[src/rtl/reg_writeback.sv]
// reg_writeback: merges load and ALU results into a single register-file
// write port. Results that cannot be written in the current cycle wait in a
// 2-entry pending FIFO. Writes leave in acceptance order: FIFO entries first,
// then the load, then the ALU result.
//
// Optional feature (macro WB_FWD_EN): adds lookup_addr/fwd_hit/fwd_data so
// consumers can read the youngest pending value for a register before it
// reaches the register file. Without the macro, those ports and the lookup
// logic are not built.
module reg_writeback #(
    parameter int WIDTH  = 16,
    parameter int N_REGS = 8,
    localparam int AW    = $clog2(N_REGS)
) (
    input  logic             clk,
    input  logic             rst_n,
    input  logic             alu_valid,
    input  logic [AW-1:0]    alu_addr,
    input  logic [WIDTH-1:0] alu_data,
    input  logic             ld_valid,
    input  logic [AW-1:0]    ld_addr,
    input  logic [WIDTH-1:0] ld_data,
`ifdef WB_FWD_EN
    input  logic [AW-1:0]    lookup_addr,
    output logic             fwd_hit,
    output logic [WIDTH-1:0] fwd_data,
`endif
    output logic             stall,
    output logic             RegWrite,
    output logic [AW-1:0]    write_address,
    output logic [WIDTH-1:0] write_data
);

    // Pending FIFO: entry 0 is always the oldest.
    logic [AW-1:0]    fifo_addr_r [0:1];
    logic [WIDTH-1:0] fifo_data_r [0:1];
    logic [1:0]       count_r;

    // Output register driving the register-file write port.
    logic             reg_write_r;
    logic [AW-1:0]    wr_addr_r;
    logic [WIDTH-1:0] wr_data_r;

    // Ordered candidate list for this cycle (at most 3 entries can exist).
    logic [AW-1:0]    cand_addr_s [0:2];
    logic [WIDTH-1:0] cand_data_s [0:2];
    logic [1:0]       n_cand_s;

    logic             stall_s;
    logic             ld_acc_s;
    logic             alu_acc_s;

    // A full FIFO refuses both producers; new inputs are dropped, not queued.
    assign stall_s   = (count_r == 2'd2);
    assign ld_acc_s  = ld_valid  & ~stall_s;
    assign alu_acc_s = alu_valid & ~stall_s;

    // Build the ordered candidate list: FIFO oldest first, then load, then ALU.
    always_comb begin
        for (int i = 0; i < 3; i++) begin
            cand_addr_s[i] = '0;
            cand_data_s[i] = '0;
        end
        n_cand_s = 2'd0;
        case (count_r)
            2'd0: begin
                if (ld_acc_s) begin
                    cand_addr_s[0] = ld_addr;
                    cand_data_s[0] = ld_data;
                    cand_addr_s[1] = alu_addr;
                    cand_data_s[1] = alu_data;
                    n_cand_s       = 2'd1 + {1'b0, alu_acc_s};
                end else begin
                    cand_addr_s[0] = alu_addr;
                    cand_data_s[0] = alu_data;
                    n_cand_s       = {1'b0, alu_acc_s};
                end
            end
            2'd1: begin
                cand_addr_s[0] = fifo_addr_r[0];
                cand_data_s[0] = fifo_data_r[0];
                if (ld_acc_s) begin
                    cand_addr_s[1] = ld_addr;
                    cand_data_s[1] = ld_data;
                    cand_addr_s[2] = alu_addr;
                    cand_data_s[2] = alu_data;
                    n_cand_s       = 2'd2 + {1'b0, alu_acc_s};
                end else begin
                    cand_addr_s[1] = alu_addr;
                    cand_data_s[1] = alu_data;
                    n_cand_s       = 2'd1 + {1'b0, alu_acc_s};
                end
            end
            2'd2: begin
                cand_addr_s[0] = fifo_addr_r[0];
                cand_data_s[0] = fifo_data_r[0];
                cand_addr_s[1] = fifo_addr_r[1];
                cand_data_s[1] = fifo_data_r[1];
                n_cand_s       = 2'd2;
            end
            default: begin
                n_cand_s = 2'd0;
            end
        endcase
    end

    // Emit the first candidate and keep the rest (in order) as pending entries.
    always_ff @(posedge clk or negedge rst_n) begin
        if (!rst_n) begin
            reg_write_r    <= 1'b0;
            wr_addr_r      <= '0;
            wr_data_r      <= '0;
            count_r        <= 2'd0;
            fifo_addr_r[0] <= '0;
            fifo_data_r[0] <= '0;
            fifo_addr_r[1] <= '0;
            fifo_data_r[1] <= '0;
        end else begin
            if (n_cand_s != 2'd0) begin
                reg_write_r <= 1'b1;
                wr_addr_r   <= cand_addr_s[0];
                wr_data_r   <= cand_data_s[0];
                count_r     <= n_cand_s - 2'd1;
            end else begin
                reg_write_r <= 1'b0;
                count_r     <= 2'd0;
            end
            // Slots beyond the new count carry don't-care contents.
            fifo_addr_r[0] <= cand_addr_s[1];
            fifo_data_r[0] <= cand_data_s[1];
            fifo_addr_r[1] <= cand_addr_s[2];
            fifo_data_r[1] <= cand_data_s[2];
        end
    end

    assign stall         = stall_s;
    assign RegWrite      = reg_write_r;
    assign write_address = wr_addr_r;
    assign write_data    = wr_data_r;

`ifdef WB_FWD_EN
    // Youngest-match lookup: FIFO tail, then FIFO head, then the output register.
    always_comb begin
        fwd_hit  = 1'b0;
        fwd_data = '0;
        if ((count_r == 2'd2) && (fifo_addr_r[1] == lookup_addr)) begin
            fwd_hit  = 1'b1;
            fwd_data = fifo_data_r[1];
        end else if ((count_r != 2'd0) && (fifo_addr_r[0] == lookup_addr)) begin
            fwd_hit  = 1'b1;
            fwd_data = fifo_data_r[0];
        end else if (reg_write_r && (wr_addr_r == lookup_addr)) begin
            fwd_hit  = 1'b1;
            fwd_data = wr_data_r;
        end else begin
            fwd_hit  = 1'b0;
            fwd_data = '0;
        end
    end
`endif

endmodule

[config.mk]
export PLATFORM = sky130hd
export DESIGN_NAME = reg_writeback
export DESIGN_NICKNAME = d
export VERILOG_FILES = /design/src/rtl/reg_writeback.sv
export SDC_FILE = /design/constraint.sdc
export NUM_CORES = 1
export LEC_CHECK = 0
export CAP_MARGIN = 30
export CORE_UTILIZATION = 37
export DETAILED_ROUTE_END_ITERATION = 8
export GPL_ROUTABILITY_DRIVEN = 0
export GPL_TIMING_DRIVEN = 1
export PLACE_DENSITY_LB_ADDON = 0.12
export SLEW_MARGIN = 20
export SYNTH_ARGS = -nofsm -noshare
export SYNTH_HDL_FRONTEND = slang
export SYNTH_SLANG_ARGS = --single-unit
export TNS_END_PERCENT = 20
[constraint.sdc]
create_clock -name clk -period 2.2 [get_ports clk]
set_input_delay 0.44 -clock clk [delete_from_list [all_inputs] [get_ports clk]]
set_output_delay 0.44 -clock clk [all_outputs]
set_load 0.05 [all_outputs]
==> metrics.cfg <==
[setup_path]
rrSetupSlack_ns = 0.12
crit_fanout = 7
worstSetupEndpointType = flip-flop
max_stage_delay_ns = 0.37
startpoint_type = flip-flop
crit_required_ns = 2.43
r2r-end = write_data[11]
cp_cell_sequence = nand2b_2 > and2_1 > ha_1 > a21o_1 > a21oi_2 > buf_4 > mux2_4
critPathSlowestCell = dfrtp_1
rr_startpoint = count_r[0]
crit_path_start = count_r[0]
ff2ff_path_depth = 7
worstPathArrival_ns = 2.30
path_class = flip-flop to flip-flop

[floorplan]
start_util_pct = 38.17
die_w_microns = 93.84
die-area_sq_mm = 0.008805
rows = 33
core_sq_mm = 0.008175
dieHeight_microns = 93.84
io_pins = 63

[sta]
setup_violations = 0
clock.fmax_mhz = 481.6
worst_pin_slew_ns = 0.7906
drv_slew = 0
skew_ns = 0.006631
fin_crit_sh_pct = 94.38
hold_ws_ns = 0.09108
final_hold_viol_count = 0
rsz0062_at_grt = no
min_period_ns = 2.076
max_slew_margin_pct = 47.23

[drt]
drtIter0Drc = 160
drc = 0
drt-pass1-iter-count = 4
vias_per_cell = 5.076
ant_nets = 0
routedWlPerCell_microns = 15.82
wl_mm = 6.883
num_vias = 2208

[logic_synthesis]
syn_nets = 304
yosys.area.top_type_share_pct = 48.12
yosysWarnings = 0
yosysSeqAreaShare_pct = 48.12
yosys-top-cells-count = 60 x dfrtp_1, 36 x mux2_4, 21 x nand2_1, 20 x and3b_1
synth_top_area_cell = dfrtp_1
synth_cell_types = 29
async_flop_share_pct = 100.0
synth.most_common_cell = dfrtp_1
netlist_instances = 260
synth-edff-count = 0
synth_seq_cells = 60
synth_top_flop_cell = dfrtp_1
syn_avg_cell_area_sq_um = 12.00
synth_area_leaders = dfrtp_1 48%, mux2_4 17%, a221o_1 6.1%
netlist_area_sq_mm = 0.003120

[pwr]
p_int_mw = 3.437
pwr-share-seq_pct = 29.2
p_comb_share_pct = 52.9
power_mw = 5.667
power.switching_mw = 2.231
power_density_mw_per_mm2 = 1382
power.leakage_nw = 1.993
max-vdd-ir-drop_mv = 0.5294
p_sw_share_pct = 39.36
clkPwrFrac_pct = 17.9

[grt]
use_met2_pct = 24.09
gr-usage-met3_pct = 4.693
grt_pass1_wl_mm = 11.45
grt_pass1_vias = 2126
grt_max_degree = 61
grt_usage_pct = 17.52
antenna_found_initial = 0
overflow = 0
gr-usage-met1_pct = 25.97
grt.busiest_layer = met1

[placed_design]
dp_hpwl_mm = 4.783
io_buffers = 62
post-place-cells = 419
place_area_sq_mm = 0.003900

[cells_and_area]
multi_input_area_sq_mm = 0.001479
diodes = 0
seq_area_sq_mm = 0.001501
syn_to_final_growth_pct = 31.44
finish.net_count = 369
drive_above_1_share_pct = 23.94
post-route-util_pct = 50.17
fill_cells = 751
layout.cells.non_filler = 435
fin_area_sq_mm = 0.004101

[cts]
ctsResizeCount = 0
hold_buffers = 0
cts_num_sinks = 60
cts_buffer_depth = 2
worstSkewPairLatency_ns = 0.34
cts_setup_buffers = 0
cts_root_buf = clkbuf_8
path_clk_slew_ns = 0.07
cts_made_buffers = 9
cts_tree = yes
htree_levels = 3

[worst_hold_path]
hp-class = input port to async pin

[outcome]
status = finished clean

[run]
maxCapViolations = 0

-- critical path, delay by kind of cell, from the launching register on --
kind,cells,cell delay [ns]
AND/OR/NAND/NOR,2,0.38
buffers and inverters,1,0.21
multiplexers,1,0.31
AO/OA/AOI/OAI,2,0.39
adder cells (fa/ha/maj),1,0.31
flip-flops,1,0.37
-- cell usage in the layout, fill, tap and decap left out, types with 3 or more instances in the layout --
cell type        instances
a221o_1                 19
and3b_1                 20
a22oi_1                 18
o21ai_0                 12
o21ai_1                  8
clkdlybuf4s50_1         59
clkbuf_8                11
and3_1                  19
a21oi_1                  3
buf_4                   15
clkinv_2                 4
dfrtp_1                 60
mux2_4                  36
inv_1                    3
buf_12                   3
nand2_1                 21
-- per-layer routing --
| layer | routed length, microns | part of all wire [%] |
|---|---|---|
| met1 | 3524 | 51 |
| met2 | 2993 | 43 |
| met3 | 306 | 4.4 |
| met4 | 59 | 0.86 |
| met5 | 0 | 0 |
-- power by group through the flow --
stage	clock [mW]	sequential, mW	combinational [mW]
floorplan	0	2.27	1.50
global placement	0	1.66	2.99
detailed placement	0	1.68	3.02
CTS	1.04	1.66	3.02
global route	1.11	1.70	3.20
finish	1.02	1.65	3.00
-- kinds of logic (layout without fill, tap and decap cells) --
family | count (synthesis) | in the layout | share of synthesized area, %
flip-flops | 60 | 60 | 48.12
buffers and inverters | 29 | 99 | 4.610
adder cells (fa/ha/maj) | 2 | 2 | 0.8018
AND/OR/NAND/NOR | 69 | 69 | 13.91
AO/OA/AOI/OAI | 62 | 62 | 14.52
multiplexers | 38 | 38 | 18.04
-- worst max-delay path by stage --
stage                                   to  cells after the start
after detailed placement    write_data[11]                      8
after global placement       write_data[8]                      8
after floorplan           write_address[0]                      9
final                       write_data[11]                      7
after CTS                    write_data[9]                      7
after global routing        write_data[12]                      7
-- area by class of cell --
class | count | area share [%]
Sequential cell | 60 | 36.61
Timing Repair Buffer | 79 | 18.85
Clock buffer | 11 | 3.691
Multi-Input combinational cell | 171 | 36.06
Inverter | 4 | 0.3661
Tap cell | 105 | 3.203
Clock inverter | 5 | 1.220
-- registers in the layout, indices dropped and copies added, names as in the netlist --
signal,flops
fifo_data_r,32
write_data,16
count_r,2
RegWrite,1
write_address,3
fifo_addr_r,6
-- per-stage QoR --
step / setup TNS [ns] / setup slack (ns)
after floorplan: 0 / 0.03985
after CTS: 0 / 0.1079
after global placement: -1.263 / -0.08954
after global routing: 0 / 0.03454
after detailed placement: -2.031 / -0.1329
final: 0 / 0.1236
(Power assumes the default switching activity.)
